===== config.mk =====
export PLATFORM = sky130hd
export DESIGN_NAME = button_event_latch
export DESIGN_NICKNAME = d
export VERILOG_FILES = /design/src/rtl/button_event_latch.sv
export SDC_FILE = /design/constraint.sdc
export NUM_CORES = 1
export LEC_CHECK = 0
export BUFFER_PORTS_ARGS = -buffer_cell sky130_fd_sc_hd__buf_2
export CORE_MARGIN = 8
export CORE_UTILIZATION = 63
export DETAILED_ROUTE_END_ITERATION = 16
export GPL_TIMING_DRIVEN = 0
export PLACE_DENSITY = 0.83
export RECOVER_POWER = 100
export SETUP_SLACK_MARGIN = 0.02
export SLEW_MARGIN = 20
export SYNTH_ARGS = -nofsm -noshare
export SYNTH_HDL_FRONTEND = slang
export SYNTH_SLANG_ARGS = --single-unit

===== constraint.sdc =====
create_clock -name Clk -period 8.3 [get_ports Clk]
set_clock_uncertainty 0.1 [all_clocks]
set_input_delay 1.66 -clock Clk [delete_from_list [all_inputs] [get_ports Clk]]
set_output_delay 1.66 -clock Clk [all_outputs]
set_load 0.01 [all_outputs]

===== src/rtl/button_event_latch.sv =====
`default_nettype none
// ============================================================================
//  Module   : button_event_latch
//  Purpose  : Synchronizes and debounces the five per-key level flags from
//             the keycode decoder. Rising and falling edges of the accepted
//             levels are collected between frame boundaries. One clean event
//             vector is presented per video frame.
//  Ports    : Clk         - system clock
//             Reset       - asynchronous, active-high reset
//             frame_clk   - vsync-derived strobe; rising edge = frame boundary
//             pone_dive, pone_kick, ptwo_dive, ptwo_kick, game_start
//                         - decoder level flags (asynchronous to Clk)
//             btn_held    - debounced accepted levels
//             btn_press   - rising edges of btn_held in last completed frame
//             btn_release - falling edges of btn_held in last completed frame
//             frame_valid - one-cycle pulse when press/release are updated
//  Bit order: [0] pone_dive [1] pone_kick [2] ptwo_dive [3] ptwo_kick
//             [4] game_start
//  Revision : 1.0 - initial release
// ============================================================================
module button_event_latch #(
    parameter int DEBOUNCE_CYCLES = 4,
    parameter int CNT_W           = 8
) (
    input  logic       Clk,
    input  logic       Reset,
    input  logic       frame_clk,
    input  logic       pone_dive,
    input  logic       pone_kick,
    input  logic       ptwo_dive,
    input  logic       ptwo_kick,
    input  logic       game_start,
    output logic [4:0] btn_held,
    output logic [4:0] btn_press,
    output logic [4:0] btn_release,
    output logic       frame_valid
);

    localparam int             c_NUM_BTN = 5;
    localparam logic [CNT_W-1:0] c_CNT_MAX = CNT_W'(DEBOUNCE_CYCLES - 1);

    logic [c_NUM_BTN-1:0] w_btn_raw;
    logic [c_NUM_BTN-1:0] r_btn_s1;
    logic [c_NUM_BTN-1:0] r_btn_s2;
    logic                 r_fc_s1;
    logic                 r_fc_s2;
    logic                 r_fc_d;
    logic                 w_tick;
    logic [c_NUM_BTN-1:0] w_accept;
    logic [c_NUM_BTN-1:0] w_rise;
    logic [c_NUM_BTN-1:0] w_fall;
    logic [c_NUM_BTN-1:0] r_pend_press;
    logic [c_NUM_BTN-1:0] r_pend_release;

    assign w_btn_raw = {game_start, ptwo_kick, ptwo_dive, pone_kick, pone_dive};

    // Two-flop synchronizers. The frame_clk chain resets high so that a
    // strobe already high when reset is released is not seen as an edge.
    always_ff @(posedge Clk or posedge Reset) begin
        if (Reset) begin
            r_btn_s1 <= '0;
            r_btn_s2 <= '0;
            r_fc_s1  <= 1'b1;
            r_fc_s2  <= 1'b1;
            r_fc_d   <= 1'b1;
        end else begin
            r_btn_s1 <= w_btn_raw;
            r_btn_s2 <= r_btn_s1;
            r_fc_s1  <= frame_clk;
            r_fc_s2  <= r_fc_s1;
            r_fc_d   <= r_fc_s2;
        end
    end

    assign w_tick = r_fc_s2 & ~r_fc_d;

    // Per-button debounce counter. w_accept marks the cycle in which the
    // synced level has disagreed with btn_held for DEBOUNCE_CYCLES cycles;
    // btn_held flips at the following edge.
    generate
        for (genvar gi = 0; gi < c_NUM_BTN; gi++) begin : g_btn
            logic [CNT_W-1:0] r_cnt;
            logic             w_diff;

            assign w_diff       = r_btn_s2[gi] ^ btn_held[gi];
            assign w_accept[gi] = w_diff && (r_cnt == c_CNT_MAX);

            always_ff @(posedge Clk or posedge Reset) begin
                if (Reset) begin
                    r_cnt <= '0;
                end else if (!w_diff || w_accept[gi]) begin
                    r_cnt <= '0;
                end else begin
                    r_cnt <= r_cnt + 1'b1;
                end
            end
        end
    endgenerate

    // Edges are flagged in the cycle before btn_held changes, so an edge
    // coinciding with the tick lands in the same report as the new level.
    assign w_rise = w_accept &  r_btn_s2;
    assign w_fall = w_accept & ~r_btn_s2;

    always_ff @(posedge Clk or posedge Reset) begin
        if (Reset) begin
            btn_held       <= '0;
            btn_press      <= '0;
            btn_release    <= '0;
            frame_valid    <= 1'b0;
            r_pend_press   <= '0;
            r_pend_release <= '0;
        end else begin
            btn_held    <= btn_held ^ w_accept;
            frame_valid <= w_tick;
            if (w_tick) begin
                btn_press      <= r_pend_press   | w_rise;
                btn_release    <= r_pend_release | w_fall;
                r_pend_press   <= '0;
                r_pend_release <= '0;
            end else begin
                r_pend_press   <= r_pend_press   | w_rise;
                r_pend_release <= r_pend_release | w_fall;
            end
        end
    end

endmodule
`default_nettype wire


# After elaboration in Yosys (flattened, before gate mapping)
# Index checks and enable logic that the tools add are counted.
dict set report classes {
  add_sub_neg 5
  n_mul 0
  div 0
  order_cmp 0
  n_eq_ne 5
  n_shift 0
  n_mux 7
  bitwise 13
  reduce_logical 15
}
# operator n
set op_table {}
lappend op_table {{$add 8x1->8 const B} 5}
lappend op_table {{$eq 8x2->1 const B} 5}
lappend op_table {{$mux 8} 5}
lappend op_table {{$and 5x5->5} 2}
lappend op_table {{$mux 5} 2}
lappend op_table {{$or 5x5->5} 2}
lappend op_table {{$logic_and 1x1->1} 5}
lappend op_table {{$logic_not 1->1} 5}
lappend op_table {{$logic_or 1x1->1} 5}
lappend op_table {{$not 5->5} 1}
lappend op_table {{$xor 1x1->1} 5}
lappend op_table {{$xor 5x5->5} 1}
lappend op_table {{$and 1x1->1} 1}
lappend op_table {{$not 1->1} 1}
dict set report totals {
  regBits 79
  latch_bits 0
  ramBits 0
  romBits 0
  in_bits 8
  memories 0
}

# Longest topological paths before layout
dict set report depth {
  depth_word 5
  ltp_mapped 4
  depth_no_buf 4
}

# Worst setup path after synthesis
# OpenSTA, ideal clock, no wires.
dict set report synth_path {
  path_kind {flip-flop to output port}
  start {register (tool-made name)}
  end {output btn_held[0]}
  arrival_ps 412
  slack_ps 6128
  path_stages_with_launch 1
  cell_sequence {dfrtp_1}
}
# item line
set synth_lines {}
lappend synth_lines {{end: declaration} 33} ;# output logic [4:0] btn_held,

==> results.toml <==
[run_status]
status = "complete, but fails checks"
violations = "max-capacitance violations, max-slew violations"

[logic_synthesis]
yosysWarnings = 0
synth_top_area_cell = "dfrtp_1"
ys_seq_area_frac = 0.608
synth_area_leaders = "dfrtp_1 (58%), nor2_1 (5.2%), a21oi_1 (4.2%), a41oi_1 (2.7%), xor2_1 (2.7%)"
syn_nets = 311
synth_cell_types = 29
netlist.area_leader.share = 0.584
synth_area_per_cell_um2 = 10.9
syn_area_um2 = 3260
syn_inst = 298
synth_seq_cells = 79

[clock_tree]
cts_hold_buf = 0
clock_path_buffers = 2
cts_tree = "built"
numCtsBuffers = 9
cts_resized = 0
cts_setup_buffers = 0
cts_max_level = 3
root_buffer = "clkbuf_8"
clock-sinks = 79
clock_latency_ns = 0.35
clk_pin_slew_ns = 0.07

[sta]
rsz0062_at_grt = "no"
fin_crit_sh = 0.569
fmax_mhz = 212
slew_headroom = -0.940
setup_violations = 0
worst_pin_slew_ns = 2.91
slew_viol_final = 59
finalCriticalPeriod_ns = 4.73
setup_tns_ns = 0
finalHoldViolations = 0
timing.final.ws_setup_ns = 3.57

[finish]
n_antenna_cell = 0
syn2layout_area_growth_pct = 12.4
fillCellCount = 359
fin_nets = 346
drive_gt1_frac = 0.0917
final_area_um2 = 3660

[placement]
gp_congestion = 0.850
dp_hpwl_um = 4000
io_buffers = 23
pre_cts_ws_ns = 5.94
place_area_um2 = 3490

[route]
num_vias = 2306
routedLengthMet1_um = 2660
avgViaCountPerCell = 5.65
drt_iter0_drc = 101
wl_per_cell_um = 14.4
wl_met3_um = 232
highest_layer = "met4"
drtPass1Iterations = 4
routed_wl_um = 5870
postRouteAntennaNets = 0
drcViolationCount = 0
met2_length_um = 2900

[global_routing]
gr-total-overflow = 0
grt_max_degree = 59
grt_pass1_wl_um = 10500
grt_antenna_before_repair = 0
track_usage = 0.175
first_global_vias = 2424

[floorplanning]
ioPinCount = 24
fp.dieH_um = 87.9
die_x_um = 87.9
rows = 26
coreArea_um2 = 5040
initial_core_util = 0.646
dieArea_um2 = 7720

[worst_setup_path]
crit_required_ns = 8.02
r2r_setup_slack_ns = 6.40
start_kind = "primary input"
critical_path_class = "primary input to async pin"
worst_ep_arrival_time_ns = 4.44
crit_fanout = 58
critPathCaptureType = "async pin"

[run]
cap_violations = 1

[pwr]
p_leak_uw = 0.00163
ir_drop_v = 0.000201
p_per_area_nw_per_um2 = 280

[min_path]
hp-class = "flop to flop"
[cell families after synthesis]
| logic type | Yosys count | synth area share |
|---|---|---|
| compound gates | 61 | 0.115 |
| xor+xnor | 17 | 0.0457 |
| fa+ha+maj | 5 | 0.0192 |
| buf+inv | 22 | 0.0254 |
| flops | 79 | 0.608 |
| mux | 5 | 0.0154 |
| simple gates | 109 | 0.171 |
[routing by layer]
layer	up-vias	GRT usage
met1	1152	0.203
met2	38	0.294
met3	7	0.0553
met4	0	0.0656
met5	-	0
li1	1109	-
[through the flow]
stage / total power, uW / hold slack (ns) / utilization / instances
2_1_floorplan: 629 / 0.231 / - / 298
3_3_place_gp: 685 / 0.231 / 0.686 / 391
3_5_place_dp: 698 / 0.236 / 0.692 / 392
4_1_cts: 1040 / 0.252 / 0.740 / 408
5_1_grt: 1090 / 0.265 / 0.726 / 408
6_report: 1030 / 0.250 / 0.726 / 408
[final cells by class]
type	count	area [um2]	area share
Sequential cell	79	1980	0.541
Multi-Input combinational cell	197	1160	0.318
Clock buffer	10	138	0.0376
Clock inverter	6	108	0.0294
Timing Repair Buffer	24	98.8	0.0270
Tap cell	70	87.6	0.0239
Inverter	19	72.6	0.0198
Buffer	3	11.3	0.00308
[registers in the layout, summed over array words and instances (netlist names), named ones only]
signal,cells
r_pend_release,5
r_fc_s1,1
r_fc_s2,1
r_fc_d,1
btn_press,5
r_btn_s1,5
frame_valid,1
btn_release,5
r_btn_s2,5
g_btn.r_cnt,40
r_pend_press,5
[final timing paths]
path                       cells after the start                   startpoint                          end
max in group Clk                               1                         flop                  btn_held[1]
hold reg to reg                                0        r_btn_s1[3]$_DFF_PP0_        r_btn_s2[3]$_DFF_PP0_
setup / recovery                               3                        Reset  g_btn[2].r_cnt[5]$_DFF_PP0_
min in group asynchronous                      2                        Reset  g_btn[3].r_cnt[7]$_DFF_PP0_
setup reg to reg                               4  g_btn[3].r_cnt[0]$_DFF_PP0_     btn_press[3]$_DFFE_PP0P_
hold / removal                                 0        r_btn_s1[3]$_DFF_PP0_        r_btn_s2[3]$_DFF_PP0_
[power breakdown]
part | internal, uW | leakage, uW | switching [uW]
Sequential | 441 | 0.00103 | 49.7
Clock | 207 | 0.000122 | 135
Combinational | 70.9 | 0.000485 | 122
[cells in the final DEF, fill, tap and decap left out, types with 5 or more instances in the layout]
cell type / instances
clkbuf_1: 20
a21oi_1: 28
inv_1: 18
xnor2_1: 7
nand2_1: 15
xor2_1: 10
nor2_1: 45
ha_1: 5
nor3_1: 5
or3_1: 13
dfrtp_1: 76
clkbuf_8: 10
buf_2: 7
nand3_1: 16
a41oi_1: 10
mux2i_1: 5
a21o_1: 5
o21ai_0: 14
[critical path: stages]
cell and delay [ns]:
buf_2 0.10, clkinvlp_2 0.53, clkbuf_1 2.10
[synthesized netlist by cell type]
| master | number |
|---|---|
| dfrtp_1 | 76 |
| nor2_1 | 45 |
| a21oi_1 | 27 |
| inv_1 | 19 |
| nand3_1 | 16 |
| nand2_1 | 15 |
| o21ai_0 | 14 |
| or3_1 | 13 |
| a41oi_1 | 10 |
| xor2_1 | 10 |
| xnor2_1 | 7 |
| a21o_1 | 5 |
| ha_1 | 5 |
| mux2i_1 | 5 |
| nor3_1 | 5 |
| nor4b_2 | 5 |
| nand4_1 | 4 |
| clkbuf_1 | 3 |
| dfstp_2 | 3 |
| a211o_1 | 2 |
| a211o_2 | 1 |
| a21oi_2 | 1 |
| nand2_2 | 1 |
| nand2b_1 | 1 |
| nor2b_1 | 1 |
| o31ai_1 | 1 |
| or2b_1 | 1 |
| or3_2 | 1 |
| or4_4 | 1 |
Power figures use the tool's default switching activity.
